$ cat src/rtl/core_pkg.sv
// Shared definitions for the instruction fetch return path.
//   NOP_INSTR   : instruction presented whenever nothing valid is available
//   LINE_TAG_W  : width of an 8-byte line address (pc[31:3])
//   fa_state_e  : crossing-merge FSM states
//   line_t      : one SRAM line with its tag
package core_pkg;

  localparam logic [31:0] NOP_INSTR  = 32'h0000_0013;  // addi x0,x0,0
  localparam int          LINE_TAG_W = 29;
  localparam int          LINE_BITS  = 64;

  typedef logic [LINE_TAG_W-1:0] line_tag_t;

  typedef enum logic {
    IDLE       = 1'b0,
    CROSS_WAIT = 1'b1
  } fa_state_e;

  typedef struct packed {
    line_tag_t            tag;
    logic [LINE_BITS-1:0] data;
  } line_t;

endpackage

$ cat src/rtl/ifu_fetch_align_if.sv
// SRAM read-return bus into the fetch aligner.
//   isram_rvalid : line data valid this cycle (registered isram_cs)
//   isram_rtag   : line address [31:3] of the returned data
//   isram_rdata  : returned 64-bit line, halfword k = rdata[16k+15:16k]
// master = SRAM return side (drives), slave = aligner (receives).
interface ifu_fetch_align_if;
  import core_pkg::*;

  logic                 isram_rvalid;
  line_tag_t            isram_rtag;
  logic [LINE_BITS-1:0] isram_rdata;

  modport master (output isram_rvalid, isram_rtag, isram_rdata);
  modport slave  (input  isram_rvalid, isram_rtag, isram_rdata);
endinterface

$ cat src/rtl/ifu_line_buf.sv
// Single-entry line buffer: valid bit + tag + 64-bit line.
//   clk, rst_n  : clock, asynchronous active-low reset
//   load_i      : capture line_i and set valid
//   inv_i       : clear valid (wins over load_i)
//   line_i      : line/tag to capture
//   vld_o       : buffer holds a line
//   line_o      : buffered line/tag
module ifu_line_buf
  import core_pkg::*;
(
  input  logic  clk,
  input  logic  rst_n,
  input  logic  load_i,
  input  logic  inv_i,
  input  line_t line_i,
  output logic  vld_o,
  output line_t line_o
);

  logic  vld_q,  vld_d;
  line_t line_q, line_d;

  always_comb begin
    vld_d  = vld_q;
    line_d = line_q;
    if (inv_i) begin
      vld_d = 1'b0;
    end else if (load_i) begin
      vld_d  = 1'b1;
      line_d = line_i;
    end
  end

  always_ff @(posedge clk or negedge rst_n) begin
    if (!rst_n) begin
      vld_q  <= 1'b0;
      line_q <= '0;
    end else begin
      vld_q  <= vld_d;
      line_q <= line_d;
    end
  end

  assign vld_o  = vld_q;
  assign line_o = line_q;

endmodule

$ cat src/rtl/ifu_fetch_align.sv
// Fetch return-side aligner. Picks the 16/32-bit instruction at pc out of
// the line returned by the instruction SRAM (or the buffered copy of the
// last line) and merges the halves of a 32-bit instruction that straddles
// two 8-byte lines.
// Build option: IFU_FETCH_ALIGN_RVC_EN enables compressed-instruction
// alignment (pc[1] honoured, isrv16 live, crossing FSM present). Without it
// pc[1] is ignored and every instruction is a full aligned word.
// Ports:
//   clk, cpurst_n      : clock, asynchronous active-low reset
//   bus (slave)        : SRAM return (isram_rvalid/rtag/rdata)
//   pc                 : current fetch PC
//   fet_stall          : pipeline stall, pc held upstream
//   fet_flush          : redirect, drops pending state
//   branch_predict_err : mispredict, drops buffer and pending state
//   rv32_instr         : instruction at pc, NOP_INSTR when invalid
//   isrv16             : instruction is 16-bit (and valid)
//   instr_valid        : rv32_instr is the complete instruction at pc
//   fetch_misalign     : instruction at pc unavailable (= !instr_valid)
module ifu_fetch_align #(
  parameter logic [31:0] NOP_INSTR = core_pkg::NOP_INSTR,
  parameter int          LINE_W    = 64
) (
  input  logic               clk,
  input  logic               cpurst_n,
  ifu_fetch_align_if.slave   bus,
  input  logic [31:0]        pc,
  input  logic               fet_stall,
  input  logic               fet_flush,
  input  logic               branch_predict_err,
  output logic [31:0]        rv32_instr,
  output logic               isrv16,
  output logic               instr_valid,
  output logic               fetch_misalign
);
  import core_pkg::*;

  // Any redirect kills this cycle's return data and all pending state.
  logic kill;
  assign kill = fet_flush | branch_predict_err;

  // ---------------------------------------------------------------------------
  // Line source: live SRAM return bypasses the buffer.
  // ---------------------------------------------------------------------------
  line_t rd_line, buf_line, src_line;
  logic  buf_vld, src_vld, hit;

  assign rd_line = '{tag: bus.isram_rtag, data: bus.isram_rdata};

  ifu_line_buf u_line_buf (
    .clk    (clk),
    .rst_n  (cpurst_n),
    .load_i (bus.isram_rvalid & ~kill),
    .inv_i  (kill),
    .line_i (rd_line),
    .vld_o  (buf_vld),
    .line_o (buf_line)
  );

  assign src_line = bus.isram_rvalid ? rd_line : buf_line;
  assign src_vld  = ~kill & (bus.isram_rvalid | buf_vld);
  assign hit      = src_vld && (src_line.tag == pc[31:3]);

  logic [3:0][15:0] src_hw;
  assign src_hw = src_line.data[LINE_W-1:0];

  logic [31:0] instr;
  logic        vld;

`ifdef IFU_FETCH_ALIGN_RVC_EN
  // ---------------------------------------------------------------------------
  // Compressed-aware extraction with line-crossing merge.
  // ---------------------------------------------------------------------------
  fa_state_e state_q, state_d;
  logic [15:0] hold_hw_q, hold_hw_d;
  line_tag_t   hold_tag_q, hold_tag_d;

  logic [1:0]  idx;
  logic [15:0] hw;
  logic        pc_at_hold, next_line_hit;

  assign idx = pc[2:1];
  assign hw  = src_hw[idx];

  // pc still addresses the upper halfword of the held line.
  assign pc_at_hold    = (pc[31:1] == {hold_tag_q, 2'b11});
  // Sequential line, tag wrapping naturally at 2^29.
  assign next_line_hit = src_vld && (src_line.tag == hold_tag_q + line_tag_t'(1));

  always_comb begin
    state_d    = state_q;
    hold_hw_d  = hold_hw_q;
    hold_tag_d = hold_tag_q;
    vld        = 1'b0;
    instr      = NOP_INSTR;
    if (kill) begin
      state_d    = IDLE;
      hold_hw_d  = '0;
      hold_tag_d = '0;
    end else begin
      case (state_q)
        IDLE: begin
          if (hit) begin
            if (hw[1:0] != 2'b11) begin
              vld   = 1'b1;
              instr = {16'h0000, hw};
            end else if (idx != 2'd3) begin
              vld   = 1'b1;
              instr = {src_hw[idx + 2'd1], hw};
            end else begin
              // Upper half lives in the next line; park the lower half.
              hold_hw_d  = hw;
              hold_tag_d = pc[31:3];
              state_d    = CROSS_WAIT;
            end
          end
        end
        CROSS_WAIT: begin
          if (!pc_at_hold) begin
            state_d = IDLE;
          end else if (next_line_hit) begin
            vld   = 1'b1;
            instr = {src_hw[0], hold_hw_q};
            // Keep presenting the merged word while decode is stalled.
            if (!fet_stall) state_d = IDLE;
          end
        end
        default: state_d = IDLE;
      endcase
    end
  end

  always_ff @(posedge clk or negedge cpurst_n) begin
    if (!cpurst_n) begin
      state_q    <= IDLE;
      hold_hw_q  <= '0;
      hold_tag_q <= '0;
    end else begin
      state_q    <= state_d;
      hold_hw_q  <= hold_hw_d;
      hold_tag_q <= hold_tag_d;
    end
  end

  logic unused_pc;
  assign unused_pc = pc[0];

  assign isrv16 = vld & (instr[1:0] != 2'b11);
`else
  // ---------------------------------------------------------------------------
  // Word-only extraction: pc[1] ignored, no crossing possible.
  // ---------------------------------------------------------------------------
  always_comb begin
    vld   = 1'b0;
    instr = NOP_INSTR;
    if (hit) begin
      vld   = 1'b1;
      instr = {src_hw[{pc[2], 1'b1}], src_hw[{pc[2], 1'b0}]};
    end
  end

  logic [1:0] unused_pc;
  assign unused_pc = pc[1:0];

  assign isrv16 = 1'b0;
`endif

  assign rv32_instr     = instr;
  assign instr_valid    = vld;
  assign fetch_misalign = ~vld;

endmodule

$ cat src/flat_wrapper.sv
// flat-port wrapper written by rule: the top's interface ports become plain ports
module ifu_fetch_align_flat import core_pkg::*;
#(
  parameter logic [31:0] NOP_INSTR = core_pkg::NOP_INSTR,
  parameter int          LINE_W    = 64
)
  (clk, cpurst_n, pc, fet_stall, fet_flush, branch_predict_err, rv32_instr, isrv16, instr_valid, fetch_misalign, bus_isram_rvalid, bus_isram_rtag, bus_isram_rdata);
  ifu_fetch_align_if bus_i ();
  input  logic clk;
  input  logic cpurst_n;
  input  logic [31:0] pc;
  input  logic fet_stall;
  input  logic fet_flush;
  input  logic branch_predict_err;
  output logic [31:0] rv32_instr;
  output logic isrv16;
  output logic instr_valid;
  output logic fetch_misalign;
  input wire logic [$bits(bus_i.isram_rvalid)-1:0] bus_isram_rvalid;
  input wire logic [$bits(bus_i.isram_rtag)-1:0] bus_isram_rtag;
  input wire logic [$bits(bus_i.isram_rdata)-1:0] bus_isram_rdata;
  assign bus_i.isram_rvalid = bus_isram_rvalid;
  assign bus_i.isram_rtag = bus_isram_rtag;
  assign bus_i.isram_rdata = bus_isram_rdata;
  ifu_fetch_align #(.NOP_INSTR(NOP_INSTR), .LINE_W(LINE_W)) u_core (.clk(clk), .cpurst_n(cpurst_n), .bus(bus_i), .pc(pc), .fet_stall(fet_stall), .fet_flush(fet_flush), .branch_predict_err(branch_predict_err), .rv32_instr(rv32_instr), .isrv16(isrv16), .instr_valid(instr_valid), .fetch_misalign(fetch_misalign));
endmodule
$ cat config.mk
export PLATFORM = sky130hd
export DESIGN_NAME = ifu_fetch_align_flat
export DESIGN_NICKNAME = d
export VERILOG_FILES = /design/src/rtl/core_pkg.sv /design/src/rtl/ifu_fetch_align_if.sv /design/src/rtl/ifu_line_buf.sv /design/src/rtl/ifu_fetch_align.sv /design/src/flat_wrapper.sv
export SDC_FILE = /design/constraint.sdc
export NUM_CORES = 1
export LEC_CHECK = 0
export ABC_CLOCK_PERIOD_IN_PS = 7200
export CORE_MARGIN = 2
export CORE_UTILIZATION = 51
export DETAILED_ROUTE_END_ITERATION = 10
export GPL_ROUTABILITY_DRIVEN = 0
export GPL_TIMING_DRIVEN = 0
export PLACE_DENSITY_LB_ADDON = 0.2
export SLEW_MARGIN = 20
export SYNTH_ARGS = -nofsm -noshare
export SYNTH_HDL_FRONTEND = slang
export SYNTH_SLANG_ARGS = --single-unit
$ cat constraint.sdc
create_clock -name clk -period 7.2 [get_ports clk]
set_clock_uncertainty 0.15 [all_clocks]
set_input_delay 1.44 -clock clk [delete_from_list [all_inputs] [get_ports clk]]
set_output_delay 1.44 -clock clk [all_outputs]
set_load 0.1 [all_outputs]
======== Yosys cells after proc, flatten, opt, wreduce, memory -nomap -nowiden ========
Index checks and enable logic that the tools add are counted.
word-level totals
  flip-flop bits (word level) ............. 94
  word-level logic and storage cells ...... 24
  output and inout port bits .............. 35
  input port bits ......................... 131
operators by class
  bitwise operators ....................... 6
  equal/unequal tests ..................... 1
  mux-type cells .......................... 9
  magnitude comparators ................... 2
  reduce and logical (&&, ||, !) cells .... 3
operators with widths
  operator                                                               number
  93-bit two-way mux                                                     1
  16-bit two-way mux                                                     4
  32-bit two-way mux                                                     1
  29-bit equality test                                                   1
  2-bit by 3-bit < comparator with 1-bit output (second input constant)  2
  1-bit two-way mux                                                      3
  1-bit bitwise AND                                                      2
  1-bit inverter                                                         2
  1-bit bitwise OR                                                       2
  2-bit AND reduction                                                    1
  2-bit nonzero test                                                     1
  1-bit logical AND                                                      1

======== Longest topological paths before layout ========
Gate-level depths: netlist (run 1).
  depth in word-level cells ............... 6
  depth in mapped cells ................... 9
  gate-level depth less buffers ........... 5

======== Hierarchy ========
From an unflattened synthesis (run 1), not the netlist that was laid out.
unflattened totals
  cells, all modules ...................... 398
  area, all modules ....................... 5765.5 sq um
modules (own cells, without submodules)
  module           area each (sq um)  seq. area each (sq um)  instances  cells an instance
  ifu_line_buf     3858.7             2352.3                  1          200
  ifu_fetch_align  1906.8             0.0                     1          198

======== Worst setup path before layout (run 1) ========
Ideal clock, no wire load.
  path type ............................... input to output
  from .................................... input port bus_isram_rvalid
  to ...................................... output port rv32_instr[21]
  path buffers ............................ 4
  data required time ...................... 5610 ps
  setup slack ............................. -161 ps
  stages .................................. 8
  arrival ................................. 5771 ps
  path through ............................ buf_6 buf_2 mux2i_1 xor2_1 nand4_1 clkbuf_1 buf_1 nor4_1
on the way
  word-level cells in the longest chain between the ends .. 4
  elaborated cells between the ends (all ways) .. 8
  those cells by class .................... eq/ne (1); mux (4); bitwise (2); reduce/logical (1)
ends and longest elaborated chain
  element                                                         line                                           source
  start, declared                                                 flat_wrapper.sv:19                             input wire logic [$bits(bus_i.isram_rvalid)-1:0] bus_isram_rvalid;
  93-bit two-way mux / 1-bit bitwise OR (equally long branches)   ifu_fetch_align.sv:59, ifu_fetch_align.sv:60
  29-bit equality test (tied with other cells)                    ifu_fetch_align.sv:61                          assign hit = src_vld && (src_line.tag == pc[31:3]);
  1-bit logical AND / 16-bit two-way mux (equally long branches)  ifu_fetch_align.sv:61, ifu_fetch_align.sv:157
  32-bit two-way mux (*)                                          ifu_fetch_align.sv:155                         if (hit) begin
  end, declared                                                   flat_wrapper.sv:15                             output logic [31:0] rv32_instr;
Mark *: on every way between the ends. The rest lies on a longest branch, timed or not. The select of a mux whose other input is x is not followed.

======== Worst setup path after layout (run 1) ========
  from .................................... input port bus_isram_rtag[3]
  to ...................................... output port rv32_instr[15]
on the way
  word-level cells in the longest chain between the ends .. 4
ends and longest elaborated chain
  element               line                    source
  start, declared       flat_wrapper.sv:20      input wire logic [$bits(bus_i.isram_rtag)-1:0] bus_isram_rtag;
  93-bit two-way mux    ifu_fetch_align.sv:59   assign src_line = bus.isram_rvalid ? rd_line : buf_line;
  29-bit equality test  ifu_fetch_align.sv:61
  1-bit logical AND     ifu_fetch_align.sv:61
  32-bit two-way mux    ifu_fetch_align.sv:155
Every way passes these cells.

==> key figures, run 1 <==
Setup path
  • Worst path slowest cell: clkdlybuf4s50_1
  • Worst path max stage delay: 1.19 ns
  • Worst EP required: 5.61 ns
  • Crit path buf inv count: 3
  • Reg2Reg Launch Point: u_core.u_line_buf.line_o[15]
  • Critical Path Sink Type: output port
  • Most used cell, CP: clkdlybuf4s50_1
  • Critical Path Source: bus_isram_rtag[3]
  • Crit path max fanout: 10
  • CP Cell Sequence: clkdlybuf4s50_1, mux2i_1, xnor2_1, nor4_1, nand4_1, clkbuf_1, nor4_2, clkdlybuf4s50_1
  • Startpoint Class: input port
  • CP delay by family, top: buffers and inverters
  • Critical Path AT: 5.03 ns
  • Crit Path Class: in2out

STA
  • Final Critical Period: 6.62 ns
  • RSZ-0062 raised after global routing: no
  • Final TNS setup: 0 ns
  • Max-slew violations: 0
  • Slew margin rel.: 32.9%
  • Slew @ Worst Pin: 1.00 ns
  • Tcrit/Tclk final: 91.9%
  • Setup violation total in the final timing report: 0
  • Fin. Hold Viols: 0
  • FMAX: 151 MHz

Routing
  • Via density: 5.54
  • DRT Pass-1 Iters: 4
  • Drt wl/cell: 19.1 um
  • Initial drt markers: 160
  • DRC Markers: 0
  • Via count: 3,914
  • Final WL: 13,500 um
  • Antenna-violating nets left: 0

Global routing
  • Vias in the first global route: 4,231
  • Grt ovf: 0
  • Pin count of the biggest net entering global routing: 49
  • Initial antenna violation count: 0
  • Total GRT Usage: 25.5%
  • First-pass GRT wire length: 21,900 um

Clock network
  • Post-CTS Hold Fix Bufs: 0
  • Worst-path clk slew: 0.08 ns
  • Clk_lat worst skew: 0.36 ns
  • CTS H-tree lvls: 3
  • Post-CTS setup buffers: 0
  • # resized after CTS: 0
  • CTS sink count: 94
  • Cts bufs inserted: 9
  • Maximum clock path buffer count: 2
  • TritonCTS clock tree: done
  • Root Buffer: clkbuf_8

Pwr
  • Lkg Pwr: 2.76 nW
  • Power density over the cells: 189 mW/mm^2
  • VDD IR-drop max: 0.125 mV

Logic synthesis
  • Mux share of post-synthesis cell area: 39.0%
  • Syn Inst Count: 394
  • Post-synth cell types: 23
  • Largest cells by area after synthesis: dfrtp_1, mux2_2, mux4_2, mux2i_1, nor4_1
  • Synthesized cell area: 0.00528 mm^2
  • Largest family of logic cells by synthesized area: multiplexers
  • Biggest area consumer among synthesized cells: dfrtp_1
  • Adder-cell area share of the yosys netlist: 0%
  • Seq/Total Area, Yosys: 44.6%
  • Post-synthesis compound-gate area fraction: 0%
  • Xor-xnor portion of the synthesized cell area: 4.81%
  • Syn_area_per_cell: 13.4 um^2
  • Mapped Nets: 525
  • Synth Area in Simple Gates: 8.44%
  • #FFs+latches synth: 94
  • Yosys warns: 0
  • Post-synth top area share: 44.6%

Hold path
  • HP Class: reg2reg
  • Hold_sp: u_core.u_line_buf.line_o[36]

Placement
  • DP HPWL: 10,100 um
  • Post-DP Area: 0.00714 mm^2
  • PortBufs: 160

Floorplanning
  • Die X: 106 um
  • Initial core utilization: 51.8%
  • Core ar.: 0.0102 mm^2
  • Full die area: 0.0112 mm^2
  • Die Y: 106 um
  • Rows: 37
  • I/O Pins: 166

Finish
  • Most common cell after layout, fill and taps aside: clkdlybuf4s50_1
  • Filler cells: 724
  • Layout area overhead: 39.0%
  • Layout cells sized above 1: 30.0%
  • Multi-input gate area: 0.00282 mm^2
  • Final instance area: 0.00734 mm^2
  • Reg area: 0.00235 mm^2
  • Ant diodes: 0
  • Fin nets: 697
  • Most frequent cells in the layout: clkdlybuf4s50_1, dfrtp_1, mux2_2

Run
  • MaxCap Viol Count: 0

Run status
  • Outcome: finished clean
routing by layer:
layer / up-vias / GRT usage (%) / share of wire [%]
met5: - / 0 / 0
met2: 121 / 44.1 / 51
met1: 1962 / 32.7 / 42
li1: 1812 / - / -
met3: 19 / 4.95 / 5.4
met4: 0 / 7.05 / 1.7
power breakdown:
part / total (mW) / switching, mW / internal [mW]
registers: 0.675 / 0.0487 / 0.626
logic: 0.355 / 0.126 / 0.228
clock network: 0.355 / 0.186 / 0.169
total: 1.38 / 0.361 / 1.02
state kept, by name (all words and copies together), names as in the netlist:
signal                    cells
u_core.u_line_buf.vld_o       1
u_core.u_line_buf.line_o     93
cell usage after synthesis (all sizes together):
cell type / instances
and2: 1
or4: 1
conb: 1
or3b: 3
clkbuf: 15
nor4: 36
mux2i: 29
xnor2: 24
buf: 18
xor2: 5
dfrtp: 94
nor3b: 1
nand2: 33
mux2: 93
mux4: 32
or2: 1
nor3: 4
nor2: 1
nand4: 2
final timing paths:
check	endpoint	slack, ns	depth (start not counted)
hold reg to reg	u_core.u_line_buf.line_o[36]	0.36	1
min in group asynchronous	u_core.u_line_buf.line_o[67]	0.85	1
setup reg to reg	u_core.u_line_buf.line_o[15]	6.28	1
hold / removal	u_core.u_line_buf.line_o[36]	0.36	1
setup / recovery	rv32_instr[15]	0.58	8
max in group asynchronous	u_core.u_line_buf.line_o[0]	5.45	2
cells by family (layout without fill, tap and decap cells):
| group | Yosys count | after routing |
|---|---|---|
| multiplexers | 154 | 154 |
| other | 1 | 1 |
| XOR/XNOR | 29 | 29 |
| flip-flops | 94 | 94 |
| buffers and inverters | 33 | 209 |
| AND/OR/NAND/NOR | 83 | 83 |
layout make-up:
cell class | instances | area share [%]
Tap cell | 136 | 2.32
Multi-Input combinational cell | 267 | 38.5
Clock inverter | 5 | 0.802
Buffer | 33 | 2.22
Sequential cell | 94 | 32.1
Timing Repair Buffer | 161 | 22.2
Clock buffer | 10 | 1.88
per-stage QoR:
step / util, % / hold slack (ns) / worst slack [ns] / total power [mW] / instances
2_1_floorplan: - / 0.325 / -0.161 / 0.899 / 394
3_3_place_gp: 69.8 / 0.333 / 0.677 / 1.02 / 690
3_5_place_dp: 70.1 / 0.340 / 0.617 / 1.04 / 691
4_1_cts: 72.0 / 0.362 / 0.606 / 1.40 / 706
5_1_grt: 72.0 / 0.373 / 0.419 / 1.46 / 706
6_report: 72.0 / 0.359 / 0.581 / 1.38 / 706
Power figures use the tool's default switching activity.
==> inputs of run 2 (changes only) <==
--- a/config.mk
+++ b/config.mk
@@ -9,9 +9,9 @@
 export CORE_MARGIN = 2
 export CORE_UTILIZATION = 51
 export DETAILED_ROUTE_END_ITERATION = 10
-export GPL_ROUTABILITY_DRIVEN = 0
+export GPL_ROUTABILITY_DRIVEN = 1
 export GPL_TIMING_DRIVEN = 0
-export PLACE_DENSITY_LB_ADDON = 0.2
+export PLACE_DENSITY = 0.94
 export SLEW_MARGIN = 20
 export SYNTH_ARGS = -nofsm -noshare
 export SYNTH_HDL_FRONTEND = slang
==> key figures, run 2 (synthesized netlist as in run 1, its figures left out) <==
Run status
  • Outcome: finished clean

STA
  • Setup violation total in the final timing report: 0
  • WHS: 0.361 ns
  • Fin. Hold Viols: 0
  • Tcrit/Tclk final: 92.0%
  • Slew margin rel.: 31.0%
  • RSZ-0062 raised after global routing: no
  • Final Critical Period: 6.63 ns
  • FMAX: 151 MHz
  • Slew @ Worst Pin: 1.03 ns
  • Max-slew violations: 0

Finish
  • Final instance area: 0.00741 mm^2
  • Max reg flops: 93
  • Layout area overhead: 40.4%
  • Most frequent cells in the layout: clkdlybuf4s50_1, dfrtp_1, mux2_2
  • Fin nets: 697
  • Most common cell after layout, fill and taps aside: clkdlybuf4s50_1
  • Final Util: 72.8%
  • Ant diodes: 0
  • Layout cells sized above 1: 29.9%

Routing
  • Via count: 4,074
  • Final WL: 13,800 um
  • DRC Markers: 0
  • DRT Pass-1 Iters: 4
  • Drt wl/cell: 19.6 um
  • Via density: 5.76
  • Antenna-violating nets left: 0
  • Initial drt markers: 219

Setup path
  • Critical Path Sink Type: output port
  • Startpoint Class: input port
  • Worst EP required: 5.61 ns
  • Critical Path AT: 5.04 ns
  • Crit Path Class: in2out
  • Crit path max fanout: 10

Clock network
  • Root Buffer: clkbuf_8
  • Post-CTS Hold Fix Bufs: 0
  • Worst-path clk slew: 0.09 ns
  • TritonCTS clock tree: done
  • Cts bufs inserted: 9
  • Maximum clock path buffer count: 2
  • Post-CTS setup buffers: 0
  • # resized after CTS: 0
  • CTS H-tree lvls: 3
  • Clk_lat worst skew: 0.38 ns
  • CTS sink count: 94

Floorplanning
  • Die Y: 106 um
  • I/O Pins: 166
  • Rows: 37
  • Initial core utilization: 51.8%
  • Core ar.: 0.0102 mm^2
  • Full die area: 0.0112 mm^2
  • Die X: 106 um

Placement
  • PortBufs: 160
  • DP HPWL: 10,400 um
  • Placer Congestion: 0.844
  • Post-DP Area: 0.00714 mm^2

Global routing
  • Pin count of the biggest net entering global routing: 67
  • First-pass GRT wire length: 22,100 um
  • Vias in the first global route: 4,382
  • Total GRT Usage: 25.9%
  • Grt ovf: 0
  • Initial antenna violation count: 0

Pwr
  • VDD IR-drop max: 0.127 mV
  • Power density over the cells: 203 mW/mm^2
  • Lkg Pwr: 2.80 nW

Hold path
  • HP Class: reg2reg

Run
  • MaxCap Viol Count: 0
==> run 2: cell types whose count changed in the layout (fill, tap and decap cells not counted), sizes merged <==
| cell | change |
|---|---|
| clkbuf | +1 |
| clkinvlp | -2 |
| bufinv | +3 |
| clkinv | -1 |
==> run 2: metrics by stage <==
| stage | setup WS [ns] | setup TNS [ns] | std cells | total power, mW |
|---|---|---|---|---|
| floorplan | -0.161 | -2.52 | 394 | 0.899 |
| global placement | 0.662 | 0 | 690 | 1.01 |
| detailed placement | 0.676 | 0 | 691 | 1.04 |
| CTS | 0.626 | 0 | 707 | 1.51 |
| global route | 0.369 | 0 | 707 | 1.56 |
| finish | 0.574 | 0 | 707 | 1.50 |
==> run 2: cell type report <==
class / count / area [um^2]
repair buffers: 161 / 1630
flip-flops and latches: 94 / 2350
clock inverters: 5 / 129
plain buffers: 33 / 163
fillers: 669 / 2780
well taps: 136 / 170
multi-input cells: 267 / 2820
clock buffers: 11 / 141
==> run 2: layer usage <==
layer | global-route usage [%] | vias to the layer above | share of wire [%]
met5 | 0 | - | 0
met4 | 11.7 | 0 | 3.2
met3 | 3.96 | 31 | 5.3
met2 | 44.4 | 145 | 52
met1 | 32.6 | 2075 | 40
li1 | - | 1823 | -
==> run 2: final timing paths <==
kind | startpoint | end | slack (ns) | cells after the start
hold / removal | u_core.u_line_buf.line_o[38] | u_core.u_line_buf.line_o[38] | 0.36 | 1
setup reg to reg | u_core.u_line_buf.line_o[16] | u_core.u_line_buf.line_o[16] | 6.25 | 1
setup / recovery | pc[2] | rv32_instr[29] | 0.57 | 7
max in group asynchronous | cpurst_n | u_core.u_line_buf.line_o[27] | 5.52 | 2
hold reg to reg | u_core.u_line_buf.line_o[38] | u_core.u_line_buf.line_o[38] | 0.36 | 1
min in group asynchronous | cpurst_n | u_core.u_line_buf.line_o[7] | 0.76 | 1
==> run 2: critical path, stage by stage <==
cell and delay, ns:
clkdlybuf4s50_1 0.59, clkbuf_1 0.50, clkbuf_1 0.53, mux4_2 0.31, nand2_1 0.07, nor4_1 0.37, clkdlybuf4s50_1 1.22
==> run 2: where the power goes <==
group / internal, mW / switching (mW) / total (mW)
registers: 0.627 / 0.0505 / 0.677
clock network: 0.277 / 0.193 / 0.470
logic: 0.228 / 0.126 / 0.354
==> variant 1 (settings of run 2) <==
Add a define of `IFU_FETCH_ALIGN_RVC_EN`.
--- a/src/rtl/ifu_fetch_align.sv
+++ b/src/rtl/ifu_fetch_align.sv
@@ -16,6 +16,8 @@
 //   isrv16             : instruction is 16-bit (and valid)
 //   instr_valid        : rv32_instr is the complete instruction at pc
 //   fetch_misalign     : instruction at pc unavailable (= !instr_valid)
+`define IFU_FETCH_ALIGN_RVC_EN
+
 module ifu_fetch_align #(
   parameter logic [31:0] NOP_INSTR = core_pkg::NOP_INSTR,
   parameter int          LINE_W    = 64
Formal check against the unedited RTL: not equivalent (Yosys sat finds a counterexample within 4 cycles, from zero or initial values and one cycle with cpurst_n low).
==> variant 1 against run 2 <==
  * Final area increased by 65%
  * Worst hold slack worse by 0.0035 ns
  * Combinational power grew 81%
  * Sequential cell count up 46
  * Total power grew 65%
  * Worst setup slack worse by 0.57 ns
  * Die area is 81% higher
  * Area after synthesis up 85%
  * Routed wire length up 130%
  * Sequential share of layout area is 3.2 points lower
  * Largest cell class unchanged
==> variant 1: results (changes against run 2) <==
Clock power frac - 0.354 (+0.041)
HPWL Detailed - 22,860 microns (+120%)
Seq/Total Area, Yosys - 0.3599 (-0.08596)
Synthesized net count - 1,011 (+93%)
Internal - 1.692 mW (+50%)
Top post-synthesis cells by area - dfrtp_1 (36%), mux2i_1 (11%), mux2_2 (11%), mux4_2 (11%), xnor2_1 (8.4%)
NumNets Final - 1,194 (+71%)
Clock slew at reported path FFs - 0.06 ns (-0.03 ns)
Tot GR Track Use - 0.3215 (+0.06223)
Worst-path fanout max - 7 (-3)
Pin count of the biggest net entering global routing - 91 (+36%)
Initial DRT Pass Iterations - 5 (+1)
Fillcell total - 1,363 (+100%)
Post-DP Area - 0.01169 sq mm (+64%)
PortBufs - 163 (+1.9%)
Multiplexer share of the synthesized area - 0.3362 (-0.05388)
CTS Buf Count - 17 (+8)
Synth Area in Adders - 0.002570 (+0.002570)
Routing usage on met2 - 0.5474 (+0.1036)
Vias in the first global route - 8,653 (+97%)
Post-synth top cells - dfrtp_1 (140), mux2i_1 (111), mux2_2 (96), xnor2_1 (93), nand3_1 (55)
Pleak - 4.964 nW (+77%)
Max VDD drop - 174.6 uV (+37%)
H-tree levels - 4 (+1)
DR vias - 8,582 (+110%)
First-pass GRT wire length - 48,640 microns (+120%)
# placed instances - 1,276 (+85%)
Drt wl/cell - 24.53 microns (+25%)
Fraction of layout cells with a size suffix above 1 - 0.2291 (-0.07042)
Clock Latency Late Sink - 0.44 ns (+0.06 ns)
Root buffer cell - clkbuf_16
Slew headroom - 0.3142 (+0.003782)
Syn_area_per_cell - 11.09 sq um (-17%)
GPL Wtd Cong - 0.9848 (+17%)
Crit path DAT - 5.61 ns (+0.57 ns)
Compound-cell area share of the yosys netlist - 0.05603 (+0.05603)
Initial DRC Count - 849 (+290%)
Xor/xnor share of the synthesized area - 0.09472 (+0.04658)
WL final - 32,090 microns (+130%)
Reg power frac - 0.388 (-0.063)
GR Layer Usage met3 - 0.08008 (+0.04050)
GR met1 Demand/Resource - 0.3912 (+0.06511)
Outcome - finished clean
Netlist cell types - 49 (+110%)
Async SR Flop Fraction - 1.000 (unchanged)
[variant 1: cell count changes after synthesis, sizes merged, moves of 16 or more]
cell    delta
o21ai     +46
xnor2     +69
mux2i     +82
o22ai     +17
nand3     +56
nand2     -24
nor2      +25
dfrtp     +46
nand4     +19
clkbuf    +24
inv       +32
mux4      +16
a21oi     +18
nor4      -18
[variant 1: worst max-delay path: stages]
cell and delay (ns):
clkdlybuf4s50_1 0.56, mux2i_1 0.18, xnor2_1 0.38, xnor2_1 0.12
or4b_1 0.49, a2111oi_0 0.66, and4_1 0.37, nand2_1 0.26
o22ai_1 0.28, clkdlybuf4s15_1 0.87
[variant 1: metal layers]
metal / wire length [microns] / vias up
met4: 1519 / 0
met1: 12070 / 4235
met2: 15640 / 595
met5: 0 / -
li1: - / 3612
met3: 2860 / 140
[variant 1: per-stage QoR]
step / setup WS [ns] / hold WS (ns) / total power, mW
2_1_floorplan: 0.07821 / 0.3123 / 1.352
3_3_place_gp: -1.134 / 0.3327 / 1.545
3_5_place_dp: -0.6590 / 0.3451 / 1.582
4_1_cts: 0.01041 / 0.3605 / 2.467
5_1_grt: 0.008391 / 0.3772 / 2.557
6_report: 0.003262 / 0.3570 / 2.482
[variant 1: worst paths after layout]
check	slack, ns	from	depth (start not counted)	endpoint
hold / removal	0.36	u_core.hold_hw_q[10]$_DFFE_PN0P_	2	u_core.hold_hw_q[10]$_DFFE_PN0P_
max in group asynchronous	5.33	cpurst_n	2	u_core.u_line_buf.line_o[6]$_DFFE_PN0P_
setup reg to reg	3.53	u_core.hold_tag_q[0]$_DFFE_PN0P_	9	u_core.state_q$_DFF_PN0_
setup / recovery	0.003	bus_isram_rtag[28]	10	rv32_instr[31]
min in group asynchronous	0.75	cpurst_n	1	u_core.u_line_buf.line_o[78]$_DFFE_PN0P_
hold reg to reg	0.36	u_core.hold_hw_q[10]$_DFFE_PN0P_	2	u_core.hold_hw_q[10]$_DFFE_PN0P_
[variant 1: area by class of cell]
cell class | instances | area (sq um) | share of cell area
plain buffers | 72 | 314.1 | 0.02563
clock buffers | 17 | 425.4 | 0.03471
clock inverters | 15 | 148.9 | 0.01215
inverters | 32 | 120.1 | 0.009802
multi-input cells | 634 | 5816 | 0.4746
flip-flops and latches | 140 | 3503 | 0.2859
well taps | 234 | 292.8 | 0.02389
repair buffers | 164 | 1634 | 0.1333
[variant 1: kinds of logic after synthesis]
logic type               Yosys count
XOR/XNOR                         102
multiplexers                     255
flip-flops                       140
AND/OR/NAND/NOR                  179
adder cells (fa/ha/maj)            2
AO/OA/AOI/OAI                     96
buffers and inverters            104
[variant 1: what timing repair did]
item                       4_1_cts  5_1_grt
hold buffers                     0        0
gates resized for setup        111       19
setup endpoints to repair       35       17
==> variant 2 (flow settings as in run 2) <==
Made on the original files. The package constant `LINE_TAG_W` goes from 29 to 58.
--- a/src/rtl/core_pkg.sv
+++ b/src/rtl/core_pkg.sv
@@ -6,7 +6,7 @@
 package core_pkg;
 
   localparam logic [31:0] NOP_INSTR  = 32'h0000_0013;  // addi x0,x0,0
-  localparam int          LINE_TAG_W = 29;
+  localparam int          LINE_TAG_W = 58;
   localparam int          LINE_BITS  = 64;
 
   typedef logic [LINE_TAG_W-1:0] line_tag_t;
Interface: changed (resized bus_isram_rtag); port bits go from 166 to 195. No check against the original RTL was run, so the function may have changed too.
==> variant 2 against run 2 <==
  * Area after synthesis grew 23%
  * Total power grew 46%
  * Sequential cell count grew 29
  * Routed wire length grew 29%
  * Via count grew 21%
  * Combinational power grew 18%
  * Worst setup slack lost 0.12 ns
  * Sequential share of layout area grew 1.5 points
  * Final area grew 25%
  * Critical path type unchanged
  * Highest routed layer unchanged
==> variant 2: results (changes against run 2) <==
Outcome - finished clean
Xor/xnor share of the synthesized area - 0.03911 (-0.009032)
First-pass GRT wire length - 27,640 microns (+25%)
Crit path DAT - 5.15 ns (+0.11 ns)
Top post-synthesis cells by area - dfrtp_1 (47%), mux2_2 (21%), mux4_2 (11%), xnor2_1 (3.9%), nor4b_1 (3.8%)
HPWL Detailed - 13,040 microns (+26%)
Reg power frac - 0.408 (-0.043)
Initial DRC Count - 251 (+15%)
Fraction of layout cells with a size suffix above 1 - 0.3230 (+0.02349)
Internal - 1.667 mW (+47%)
Fillcell total - 836 (+25%)
Clock Latency Late Sink - 0.42 ns (+0.04 ns)
Initial DRT Pass Iterations - 6 (+2)
Gate count of the mapped netlist - 454 (+15%)
Netlist cell types - 32 (+39%)
Clock slew at reported path FFs - 0.05 ns (-0.04 ns)
Multiplexer share of the synthesized area - 0.3595 (-0.03062)
NumNets Final - 823 (+18%)
Compound-cell area share of the yosys netlist - 0.01676 (+0.01676)
Net switching power - 0.5279 mW (+43%)
Tot GR Track Use - 0.2720 (+0.01270)
WL final - 17,910 microns (+29%)
Worst hold path class - reg2reg
Post-synth top cells - dfrtp_1 (123), mux2_2 (122), mux4_2 (32), xnor2_1 (29), nor4b_1 (28)
GR Layer Usage met3 - 0.06952 (+0.02994)
Reg-to-reg critical path startpoint - u_core.u_line_buf.line_o[85]$_DFFE_PN0P_
Crit. Startpoint - bus_isram_rtag[32]
GPL Wtd Cong - 0.8496 (+0.72%)
PortBufs - 189 (+18%)
Area occupied by multi-input gates - 0.003248 sq mm (+15%)
Post-DP Area - 0.008650 sq mm (+21%)
GR met1 Demand/Resource - 0.3217 (-0.004438)
DR vias - 4,946 (+21%)
Vias in the first global route - 5,358 (+22%)
CTS Buf Count - 17 (+8)
Clock group - 0.881 mW (+87%)
Worst slack, placed - 0.4724 ns (-0.2032 ns)
Max VDD drop - 147.8 uV (+16%)
Wire length on met2 - 9205 microns (+28%)
Wire length on met3 - 1044 microns (+43%)
Drt wl/cell - 21.15 microns (+8.1%)
Max reg flops - 122 (+31%)
Pin count of the biggest net entering global routing - 65 (-3.0%)
Synthesized net count - 614 (+17%)
Seq/Total Area, Yosys - 0.4739 (+0.02808)
Slew headroom - 0.3186 (+0.008196)
Hold path start - u_core.u_line_buf.line_o[63]$_DFFE_PN0P_
M1 wire length - 7102 microns (+29%)
H-tree levels - 4 (+1)
N_diodes - 0 (unchanged)
Root buffer cell - clkbuf_16
Routing usage on met2 - 0.4705 (+0.02674)
Pleak - 3.555 nW (+27%)
==> variant 2: path summary, 6_finish.rpt <==
check | to | slack [ns] | cells past startpoint
worst min register to register | u_core.u_line_buf.line_o[63]$_DFFE_PN0P_ | 0.35 | 1
min in group asynchronous | u_core.u_line_buf.line_o[109]$_DFFE_PN0P_ | 0.84 | 1
worst max register to register | u_core.u_line_buf.line_o[85]$_DFFE_PN0P_ | 6.25 | 1
worst max-delay path | rv32_instr[3] | 0.46 | 8
max in group asynchronous | u_core.u_line_buf.line_o[46]$_DFFE_PN0P_ | 5.34 | 2
worst min-delay path | u_core.u_line_buf.line_o[63]$_DFFE_PN0P_ | 0.35 | 1
==> variant 2: layout make-up <==
cell class | instances | area share
Multi-Input combinational cell | 294 | 0.3508
Sequential cell | 123 | 0.3324
Timing Repair Buffer | 190 | 0.2074
Clock buffer | 20 | 0.05040
Tap cell | 172 | 0.02324
Buffer | 34 | 0.01905
Clock inverter | 11 | 0.01554
Inverter | 3 | 0.001216
